**src/rtl/ctrl_mc_pkg.sv**
```systemverilog
// Shared definitions for the multicycle control unit: FSM states, major
// opcodes, memory/compare subfields, ALU op codes and the halt encoding.
package ctrl_mc_pkg;

  typedef enum logic [2:0] {
    S_IDLE  = 3'd0,
    S_FETCH = 3'd1,
    S_EXEC  = 3'd2,
    S_MEM   = 3'd3,
    S_HALT  = 3'd4
  } state_t;

  // Major opcode, instruction bits [8:7]
  localparam logic [1:0] MEMCMP = 2'b00;
  localparam logic [1:0] ONEVAR = 2'b01;
  localparam logic [1:0] TWOVAR = 2'b10;
  localparam logic [1:0] BRANCH = 2'b11;

  // MEMCMP subfield, instruction bits [6:4]
  localparam logic [2:0] SUB_GET = 3'b000;
  localparam logic [2:0] SUB_PUT = 3'b001;
  localparam logic [2:0] SUB_LW  = 3'b010;
  localparam logic [2:0] SUB_SW  = 3'b011;
  localparam logic [2:0] SUB_SEQ = 3'b100;
  localparam logic [2:0] SUB_SNE = 3'b101;
  localparam logic [2:0] SUB_SLT = 3'b110;

  // ALU op codes for the compare instructions
  localparam logic [3:0] ALU_SEQ = 4'b1000;
  localparam logic [3:0] ALU_SNE = 4'b1001;
  localparam logic [3:0] ALU_SLT = 4'b1010;

  localparam logic [8:0] HALT_INST = 9'h1FF;

endpackage

```
**src/rtl/ctrl_mc_if.sv**
```systemverilog
// Bus between the control unit and its instruction ROM, ALU and data memory.
//
// Memory handshake: MemReq is the valid, MemAck the ready. Once MemReq rises
// it stays high, and MemAddr/MemWData/MemWe stay stable, until the cycle in
// which MemAck is sampled high; that edge completes the transfer (and
// captures MemRData for a load). MemAck while MemReq is low has no effect.
interface ctrl_mc_if #(
  parameter int W   = 8,
  parameter int PCW = 10
);
  logic [PCW-1:0] InstAddr;
  logic [8:0]     Instruction;
  logic [W-1:0]   AluA;
  logic [W-1:0]   AluB;
  logic [3:0]     AluOp;
  logic [W-1:0]   AluResult;
  logic           MemReq;
  logic           MemWe;
  logic [W-1:0]   MemAddr;
  logic [W-1:0]   MemWData;
  logic           MemAck;
  logic [W-1:0]   MemRData;

  modport master (
    output InstAddr, AluA, AluB, AluOp, MemReq, MemWe, MemAddr, MemWData,
    input  Instruction, AluResult, MemAck, MemRData
  );

  modport slave (
    input  InstAddr, AluA, AluB, AluOp, MemReq, MemWe, MemAddr, MemWData,
    output Instruction, AluResult, MemAck, MemRData
  );
endinterface

```
**src/rtl/ctrl_regfile.sv**
```systemverilog
// Four-entry architectural register file: three combinational read ports
// (a branch compares two registers and takes its offset from a third) and
// one synchronous write port, cleared synchronously on Reset.
module ctrl_regfile #(
  parameter int W = 8
) (
  input  logic         Clk,
  input  logic         Reset,
  input  logic [1:0]   ra_a,
  input  logic [1:0]   ra_b,
  input  logic [1:0]   ra_c,
  output logic [W-1:0] rd_a,
  output logic [W-1:0] rd_b,
  output logic [W-1:0] rd_c,
  input  logic         we,
  input  logic [1:0]   wa,
  input  logic [W-1:0] wd
);
  logic [W-1:0] regs [4];

  // Clear on reset, otherwise single write per cycle
  always_ff @(posedge Clk) begin
    if (Reset) begin
      for (int i = 0; i < 4; i++) regs[i] <= '0;
    end else if (we) begin
      regs[wa] <= wd;
    end
  end

  assign rd_a = regs[ra_a];
  assign rd_b = regs[ra_b];
  assign rd_c = regs[ra_c];
endmodule

```
**src/rtl/ctrl_mc.sv**
```systemverilog
// Multicycle control unit for the 9-bit ISA: owns PC, register file and the
// fetch/execute/memory FSM; drives the external ALU and the data memory.
module ctrl_mc
  import ctrl_mc_pkg::*;
#(
  parameter int W   = 8,
  parameter int PCW = 10
) (
  input  logic      Clk,
  input  logic      Reset,
  input  logic      Start,
  ctrl_mc_if.master bus,
  output logic      Done,
  output state_t    State
);
  state_t         state;
  logic [PCW-1:0] pc;
  logic           done_r;
  logic           mem_we_r;
  logic [W-1:0]   mem_addr_r;
  logic [W-1:0]   mem_wdata_r;
  logic [1:0]     mem_rd;

  logic [8:0]     inst;
  logic [1:0]     rc_addr;
  logic [W-1:0]   ra;
  logic [W-1:0]   rb;
  logic [W-1:0]   rc;

  // Decode results for the instruction currently presented by the ROM
  logic           ex_we;
  logic [1:0]     ex_wa;
  logic [W-1:0]   ex_wd;
  logic [3:0]     alu_op;
  logic           is_mem;
  logic           is_store;
  logic           is_halt;
  logic [PCW-1:0] pc_next;
  logic [PCW-1:0] offset;

  logic           rf_we;
  logic [1:0]     rf_wa;
  logic [W-1:0]   rf_wd;

  assign inst = bus.Instruction;

  // Third read port serves R3 for put, and R[I[5:4]] for not/branch
  assign rc_addr = (inst[8:7] == MEMCMP) ? 2'd3 : inst[5:4];

  ctrl_regfile #(.W(W)) u_rf (
    .Clk   (Clk),
    .Reset (Reset),
    .ra_a  (inst[3:2]),
    .ra_b  (inst[1:0]),
    .ra_c  (rc_addr),
    .rd_a  (ra),
    .rd_b  (rb),
    .rd_c  (rc),
    .we    (rf_we),
    .wa    (rf_wa),
    .wd    (rf_wd)
  );

  // Instruction decode and next-PC computation used during EXEC
  always_comb begin
    ex_we    = 1'b0;
    ex_wa    = inst[3:2];
    ex_wd    = bus.AluResult;
    alu_op   = 4'b0000;
    is_mem   = 1'b0;
    is_store = 1'b0;
    is_halt  = 1'b0;
    offset   = PCW'(rb);
    pc_next  = pc + PCW'(1);
    if (inst == HALT_INST) begin
      is_halt = 1'b1;
    end else begin
      case (inst[8:7])
        MEMCMP: begin
          case (inst[6:4])
            SUB_GET: begin ex_we = 1'b1; ex_wa = 2'd3;      ex_wd = rb; end
            SUB_PUT: begin ex_we = 1'b1; ex_wa = inst[1:0]; ex_wd = rc; end
            SUB_LW:  is_mem = 1'b1;
            SUB_SW:  begin is_mem = 1'b1; is_store = 1'b1; end
            SUB_SEQ: begin ex_we = 1'b1; alu_op = ALU_SEQ; end
            SUB_SNE: begin ex_we = 1'b1; alu_op = ALU_SNE; end
            SUB_SLT: begin ex_we = 1'b1; alu_op = ALU_SLT; end
            default: ;
          endcase
        end
        ONEVAR: begin
          ex_we = 1'b1;
          if (inst[6]) begin
            ex_wa = 2'd3;
            ex_wd = W'(inst[5:0]);
          end else begin
            ex_wa = inst[5:4];
            ex_wd = ~rc;
          end
        end
        TWOVAR: begin
          ex_we  = 1'b1;
          alu_op = {1'b0, inst[6:4]};
        end
        default: begin
          // BRANCH: an offset of zero on a taken branch re-executes it
          if (rc == ra) pc_next = inst[6] ? (pc - offset) : (pc + offset);
        end
      endcase
    end
  end

  // Register write: EXEC results, or load data on the completing MEM edge
  always_comb begin
    rf_we = 1'b0;
    rf_wa = ex_wa;
    rf_wd = ex_wd;
    if (state == S_EXEC) begin
      rf_we = ex_we;
    end else if (state == S_MEM) begin
      rf_we = bus.MemAck && !mem_we_r;
      rf_wa = mem_rd;
      rf_wd = bus.MemRData;
    end
  end

  // Control FSM with PC, Done and memory request registers
  always_ff @(posedge Clk) begin
    if (Reset) begin
      state       <= S_IDLE;
      pc          <= '0;
      done_r      <= 1'b0;
      mem_we_r    <= 1'b0;
      mem_addr_r  <= '0;
      mem_wdata_r <= '0;
      mem_rd      <= 2'd0;
    end else begin
      case (state)
        S_IDLE:  if (Start) state <= S_FETCH;
        S_FETCH: state <= S_EXEC;
        S_EXEC: begin
          if (is_halt) begin
            state  <= S_HALT;
            done_r <= 1'b1;
          end else if (is_mem) begin
            state       <= S_MEM;
            mem_we_r    <= is_store;
            mem_addr_r  <= rb;
            mem_wdata_r <= ra;
            mem_rd      <= inst[3:2];
          end else begin
            state <= S_FETCH;
            pc    <= pc_next;
          end
        end
        S_MEM: begin
          if (bus.MemAck) begin
            state <= S_FETCH;
            pc    <= pc + PCW'(1);
          end
        end
        S_HALT: begin
          if (Start) begin
            state  <= S_FETCH;
            done_r <= 1'b0;
          end
        end
        default: state <= S_IDLE;
      endcase
    end
  end

  assign bus.InstAddr = pc;
  assign bus.AluA     = ra;
  assign bus.AluB     = rb;
  assign bus.AluOp    = (state == S_EXEC) ? alu_op : 4'b0000;
  assign bus.MemReq   = (state == S_MEM);
  assign bus.MemWe    = mem_we_r;
  assign bus.MemAddr  = mem_addr_r;
  assign bus.MemWData = mem_wdata_r;
  assign Done         = done_r;
  assign State        = state;
endmodule

```
**src/flat_wrapper.sv**
```systemverilog
// flat-port wrapper written by rule: the top's interface ports become plain ports
module ctrl_mc_flat import ctrl_mc_pkg::*;
#(
  parameter int W   = 8,
  parameter int PCW = 10
)
  (Clk, Reset, Start, Done, State, bus_InstAddr, bus_AluA, bus_AluB, bus_AluOp, bus_MemReq, bus_MemWe, bus_MemAddr, bus_MemWData, bus_Instruction, bus_AluResult, bus_MemAck, bus_MemRData);
  ctrl_mc_if #(.W(W), .PCW(PCW)) bus_i ();
  input  logic Clk;
  input  logic Reset;
  input  logic Start;
  output logic Done;
  output state_t State;
  output wire logic [$bits(bus_i.InstAddr)-1:0] bus_InstAddr;
  output wire logic [$bits(bus_i.AluA)-1:0] bus_AluA;
  output wire logic [$bits(bus_i.AluB)-1:0] bus_AluB;
  output wire logic [$bits(bus_i.AluOp)-1:0] bus_AluOp;
  output wire logic [$bits(bus_i.MemReq)-1:0] bus_MemReq;
  output wire logic [$bits(bus_i.MemWe)-1:0] bus_MemWe;
  output wire logic [$bits(bus_i.MemAddr)-1:0] bus_MemAddr;
  output wire logic [$bits(bus_i.MemWData)-1:0] bus_MemWData;
  input wire logic [$bits(bus_i.Instruction)-1:0] bus_Instruction;
  input wire logic [$bits(bus_i.AluResult)-1:0] bus_AluResult;
  input wire logic [$bits(bus_i.MemAck)-1:0] bus_MemAck;
  input wire logic [$bits(bus_i.MemRData)-1:0] bus_MemRData;
  assign bus_InstAddr = bus_i.InstAddr;
  assign bus_AluA = bus_i.AluA;
  assign bus_AluB = bus_i.AluB;
  assign bus_AluOp = bus_i.AluOp;
  assign bus_MemReq = bus_i.MemReq;
  assign bus_MemWe = bus_i.MemWe;
  assign bus_MemAddr = bus_i.MemAddr;
  assign bus_MemWData = bus_i.MemWData;
  assign bus_i.Instruction = bus_Instruction;
  assign bus_i.AluResult = bus_AluResult;
  assign bus_i.MemAck = bus_MemAck;
  assign bus_i.MemRData = bus_MemRData;
  ctrl_mc #(.W(W), .PCW(PCW)) u_core (.Clk(Clk), .Reset(Reset), .Start(Start), .bus(bus_i), .Done(Done), .State(State));
endmodule
```
**config.mk**
```make
export PLATFORM = sky130hd
export DESIGN_NAME = ctrl_mc_flat
export DESIGN_NICKNAME = d
export VERILOG_FILES = /design/src/rtl/ctrl_mc_pkg.sv /design/src/rtl/ctrl_mc_if.sv /design/src/rtl/ctrl_regfile.sv /design/src/rtl/ctrl_mc.sv /design/src/flat_wrapper.sv
export SDC_FILE = /design/constraint.sdc
export NUM_CORES = 1
export LEC_CHECK = 0
export CAP_MARGIN = 5
export CORE_MARGIN = 4
export CORE_UTILIZATION = 50
export CTS_CLUSTER_SIZE = 12
export DETAILED_ROUTE_END_ITERATION = 6
export PLACE_DENSITY = 0.76
export SETUP_SLACK_MARGIN = 0.1
export SYNTH_ARGS = -nofsm -noshare
export SYNTH_HDL_FRONTEND = slang
export SYNTH_SLANG_ARGS = --single-unit
export TNS_END_PERCENT = 1
```
**constraint.sdc**
```tcl
create_clock -name Clk -period 4.3 [get_ports Clk]
set_input_delay 0.86 -clock Clk [delete_from_list [all_inputs] [get_ports Clk]]
set_output_delay 0.86 -clock Clk [all_outputs]
set_load 0.03 [all_outputs]
```
# --- Word-level counts from Yosys, hierarchy flattened ---
# Memory sizes are Yosys's and may differ from the RTL's.
# Cells that the tools add are included.
totals:
  latch_bits: 0
  elab_cells: 103
  reg_bits: 33
  romBits: 0
  memories: 1
  ramBits: 32
memory_table:
  columns: ["memory", "depth", "width", "read_ports", "rd_ports_with_merged_regs", "wr", "line", "text"]
  rows:
  - ["u_core.u_rf.regs", 4, 8, 3, 0, 4, "ctrl_regfile.sv:19", "logic [W-1:0] regs [4];"]
classes:
  n_bitwise: 2
  div_mod_pow: 0
  addsub: 3
  n_shift: 0
  n_reduce_logical: 17
  mul: 0
  magnitude_cmp: 0
  eq_ne: 20
  n_mux: 53
op_table:
  columns: ["cell", "n"]
  rows:
  - ["$mux 10", 7]
  - ["$mux 8", 5]
  - ["$pmux 8 s2", 2]
  - ["$pmux 10 s2", 1]
  - ["$mux 1", 19]
  - ["$mux 2", 7]
  - ["$eq 3x2->1 const B", 4]
  - ["$eq 3x3->1 const B", 4]
  - ["$pmux 3 s4", 1]
  - ["$pmux 4 s3", 1]
  - ["$add 10x1->10 const B", 1]
  - ["$add 10x8->10", 1]
  - ["$sub 10x8->10", 1]
  - ["$eq 9x9->1 const B", 1]
  - ["$mux 3", 3]
  - ["$eq 8x8->1", 1]
  - ["$mux 4", 2]
  - ["$not 8->8", 1]
  - ["$pmux 2 s2", 2]
  - ["$pmux 4 s2", 1]
  - ["$reduce_or 8->1", 1]
  - ["$eq 3x1->1 const B", 2]
  - ["$logic_not 3->1", 2]
  - ["$ne 2x1->1 const B", 3]
  - ["other kinds (15)", 22]

# --- Logic depth before layout (Yosys ltp) ---
depth:
  word_depth: 11
  mapped_depth: 15
  ltp_nobuf: 14

# --- Hierarchy ---
# Synthesis repeated with hierarchy kept, for this count alone.
unflattened:
  cells_unflattened: 488
  hier_area_um2: 4740.8
by_module_without_submodules:
  columns: ["module", "n_inst", "area_per_inst_um2", "seq_area_each_um2", "cells_per_inst"]
  rows:
  - ["ctrl_mc", 1, 2872.8, 660.6, 384]
  - ["ctrl_regfile", 1, 1868.0, 960.9, 104]

# --- Worst setup path after synthesis ---
# Ideal clock, no wire load.
synth_path:
  path_type: "input-to-reg"
  startpoint: "input bus_Instruction[0]"
  endpoint: "register u_core.pc[9] (netlist: u_core.bus.InstAddr[9])"
  setup_slack_ns: 0.201
  stages: 13
  setup_time_ns: 0.074
  n_path_buf: 1
  arrival_time_ns: 4.024
  path_cell_list: "buf_2 mux4_2 or2_2 nor3_1 nor2_1 xnor2_1 ha_1 or3_1 a311oi_1 o31ai_1 xnor2_1 or3_1 a31oi_1"
synth_via:
  elab_chain_cells: 9
synth_lines:
  columns: ["item", "line", "text"]
  rows:
  - ["start, declared", "flat_wrapper.sv:22", "input wire logic [$bits(bus_i.Instruction)-1:0] bus_Instruction;"]
  - ["$mem_v2 4x8 *", null, null]
  - ["via bus_AluB[3]", "flat_wrapper.sv:16", "output wire logic [$bits(bus_i.AluB)-1:0] bus_AluB;"]
  - ["$add 10x8->10 or $sub 10x8->10 (tied branches)", "ctrl_mc.sv:107", "if (rc == ra) pc_next = inst[6] ? (pc - offset) : (pc + offset);"]
  - ["$mux 10 * (2 in series)", "ctrl_mc.sv:107", null]
  - ["$mux 10 *", "ctrl_mc.sv:78", "case (inst[8:7])"]
  - ["$mux 10 *", "ctrl_mc.sv:75", "if (inst == HALT_INST) begin"]
  - ["$mux 10 *", "ctrl_mc.sv:145", "end else if (is_mem) begin"]
  - ["$mux 10 *", "ctrl_mc.sv:142", "if (is_halt) begin"]
  - ["$pmux 10 s2 *", "ctrl_mc.sv:138", "case (state)"]
  - ["end signal, assigned", "ctrl_mc.sv:153", "pc <= pc_next;"]
  - ["end signal, assigned", "ctrl_mc.sv:159", "pc <= pc + PCW'(1);"]
  - ["end, declared", "ctrl_mc.sv:17", "logic [PCW-1:0] pc;"]
# Mark *: on every way through the listed nets, which the timed path passes. The rest lies on a longest branch. The select of a mux whose other input is x is not followed.
# A chain may end at the register's enable or synchronous reset.

# --- Worst setup path in the final report ---
layout_path:
  startpoint: "input bus_Instruction[1]"
  endpoint: "output bus_AluOp[1]"
layout_via:
  elab_chain_cells: 3
layout_lines:
  columns: ["item", "line", "text"]
  rows:
  - ["$eq 9x9->1", "ctrl_mc.sv:75", null]
  - ["$mux 4", "ctrl_mc.sv:75", null]
  - ["$mux 4", "ctrl_mc.sv:176", "assign bus.AluOp = (state == S_EXEC) ? alu_op : 4'b0000;"]
  - ["end, declared", "flat_wrapper.sv:17", "output wire logic [$bits(bus_i.AluOp)-1:0] bus_AluOp;"]
# Every way passes these cells.

==> results.json <==
{
  "status": "complete, no violations",
  "cts.sinks": 65,
  "place_congestion": 0.988,
  "synth_top_area_cell": "edfxtp_1",
  "hpwl_mm": 11.9,
  "tns_ps": 0,
  "setup_viol": 0,
  "core-area_um2": 9240,
  "netlist_top_cells_area": "edfxtp_1 (20%), dfxtp_1 (14%), mux4_2 (7.6%)",
  "drt_iter0_drc": 421,
  "place_ws_ps": -194,
  "grt.total_usage_pct": 28.3,
  "rows": 35,
  "final_cell_area_um2": 6230,
  "ys_seq_area_share_pct": 34.2,
  "setup_slack_ps": 192,
  "p_comb_share_pct": 29.3,
  "grt_max_degree": 41,
  "min_from": "u_core.Done$_SDFFE_PP0P_",
  "timing.rr.end": "u_core.bus.InstAddr[9]$_SDFFE_PP0P_",
  "post_route_cells_drive_above_1_share_pct": 17.5,
  "portBuffers": 80,
  "dr_wl_met3_mm": 1.18,
  "area_growth_pct": 31.7,
  "avgSynthCellArea_um2": 8.78,
  "cts_tree": "built",
  "initial_utilization_pct": 51.2,
  "netlist-cell-type-count": 59,
  "crit_path_start_kind": "input pin",
  "fin_util_pct": 67.5,
  "ys_warn_count": 0,
  "met1Wirelength_mm": 6.14,
  "cts_buffers": 9,
  "tightest_slew_ps": 634,
  "nFillCells": 757,
  "nets": 704,
  "vias": 4767,
  "overflow": 0,
  "place_area_um2": 6030,
  "syn_inst": 539,
  "min_path_cells": 2,
  "p_leak_nw": 2.30,
  "met2_length_mm": 7.53,
  "path_clk_slew_ps": 80,
  "synth_edf_count": 32,
  "power.internal_mw": 1.09,
  "power_density_nw_per_um2": 265,
  "synth_top_cell_area_share_pct": 20.3,
  "drt-total-wl_mm": 15.3,
  "p_switching_mw": 0.560,
  "post-route-min-period_ps": 4110,
  "firstDrtPassIters": 7,
  "synthArstFlopShare_pct": 0,
  "cp_data_arrival_time_ps": 3250,
  "hold_end": "u_core.Done$_SDFFE_PP0P_",
  "clock_skew_ps": 8.30,
  "avgRoutedWirePerCell_um": 19.3,
  "dp.cells": 775,
  "diodes": 0,
  "peakVddDrop_mv": 0.248,
  "slew_viol_final": 0,
  "r2r_start": "u_core.u_rf.regs[3][0]$_DFFE_PP_",
  "p_seq_share_pct": 41.3,
  "slew_headroom_pct": 57.4,
  "final_cells": 792,
  "antenna_found_initial": 0,
  "crit_path_max_fanout": 8,
  "max_freq_mhz": 243,
  "maxCapViolCount": 0,
  "cts_hold_buf": 0,
  "drtAntennaViolNets": 0,
  "dominantRegCellSynth": "dfxtp_1",
  "pin_count": 81,
  "cts_max_level": 3,
  "finalHoldViolations": 0,
  "synthTopCellsByCount": "nor2_1 (77), nand2_1 (35), dfxtp_1 (33)",
  "grt_first_pass_wirelength_mm": 24.9,
  "synth_area_um2": 4730,
  "vias_per_cell": 6.02,
  "required_ps": 3440,
  "cp-end-kind": "output port",
  "hp-class": "flop to flop",
  "synth-seq-cells": 65,
  "clockPowerShare_pct": 29.4,
  "rr_worst_depth": 14,
  "drc": 0,
  "path_class": "input pin to output port",
  "yosysMostFrequentCell": "nor2_1",
  "grt_setup_unrepaired": "true",
  "swShare_pct": 33.9,
  "cts_buffer_depth": 2,
  "dieHeight_um": 105,
  "die_w_um": 105,
  "register_area_um2": 1620,
  "routed.top_layer": "met4",
  "clkLatencyLatePin_ps": 360,
  "reg2reg_slack_ps": 900,
  "multi_input_area_um2": 2920,
  "die-area_um2": 11100,
  "cts_root_buf": "clkbuf_8",
  "period_share_pct": 95.5,
  "syn_nets": 585,
  "grt_pass1_vias": 4759
}
-- state kept, by name (all words and copies together) (netlist names) --
register             count
u_core.u_rf.regs        32
u_core.State             3
u_core.bus.InstAddr     10
u_core.bus.MemWData      8
u_core.bus.MemWe         1
u_core.Done              1
u_core.bus.MemAddr       8
u_core.mem_rd            2
-- layout by cell type (no fill, tap or decap), drive strengths merged, types with 5 or more instances in the layout --
cell type      count
a21oi             31
a22oi             10
a31oi             15
buf               61
clkbuf             9
clkdlybuf4s50     80
dfxtp             33
edfxtp            32
ha                16
inv               22
mux2               8
mux2i             24
mux4              16
nand2             36
nand2b             8
nand3             22
nor2              77
nor2b             12
nor3              17
o211ai             7
o21ai             33
or2                7
or3                8
xnor2             15
xor2               5
-- kinds of logic after synthesis --
group | share of synthesized area [%]
AO/OA/AOI/OAI | 17.5
AND/OR/NAND/NOR | 20.8
adder cells (fa/ha/maj) | 4.65
multiplexers | 14.6
XOR/XNOR | 3.70
buffers and inverters | 4.52
flip-flops | 34.2
-- cell type report --
type,instances,share of cell area (%)
repair buffers,141,20.5
clock buffers,9,1.99
inverters,20,1.20
clock inverters,7,0.883
multi-input cells,421,46.9
well taps,129,2.59
flip-flops and latches,65,26.0
-- metrics by stage --
step / total power [mW] / hold slack (ps)
after floorplan: 0.975 / 461
after global placement: 1.16 / 469
after detailed placement: 1.17 / 477
after CTS: 1.65 / 487
after global routing: 1.73 / 531
final: 1.65 / 485
-- critical path, stage by stage --
cell,delay (ps)
clkdlybuf4s50_1,700
buf_4,210
nand3_1,90
or4_1,460
nand3b_1,220
nor3_1,80
clkdlybuf4s50_1,610
-- what timing repair did --
action | 4_1_cts | 5_1_grt
resized for setup | 0 | 6
endpoints found under the setup margin | 0 | 4
setup buffers | 0 | 1
-- power groups by stage --
| stage | Sequential [mW] | Combinational (mW) | Clock, mW |
|---|---|---|---|
| 4_1_cts | 0.681 | 0.474 | 0.491 |
| 2_1_floorplan | 0.694 | 0.281 | 0 |
| 3_3_place_gp | 0.695 | 0.462 | 0 |
| 5_1_grt | 0.684 | 0.526 | 0.521 |
| 6_report | 0.682 | 0.485 | 0.486 |
| 3_5_place_dp | 0.696 | 0.471 | 0 |
-- per-layer routing --
| layer | vias up | global-route usage [%] |
|---|---|---|
| met4 | 0 | 10.8 |
| met5 | - | 0 |
| li1 | 2235 | - |
| met1 | 2287 | 35.7 |
| met2 | 212 | 47.3 |
| met3 | 33 | 6.43 |
-- worst max path at each step --
| stage | start | endpoint |
|---|---|---|
| after global placement | bus_Instruction[0] | u_core.bus.InstAddr[9]$_SDFFE_PP0P_ |
| final | bus_Instruction[1] | bus_AluOp[1] |
| after floorplan | bus_Instruction[0] | u_core.bus.InstAddr[9]$_SDFFE_PP0P_ |
| after global routing | bus_Instruction[0] | u_core.bus.InstAddr[7]$_SDFFE_PP0P_ |
| after detailed placement | bus_Instruction[0] | u_core.bus.InstAddr[9]$_SDFFE_PP0P_ |
| after CTS | bus_Instruction[0] | u_core.bus.InstAddr[9]$_SDFFE_PP0P_ |
Power figures use the tool's default switching activity.
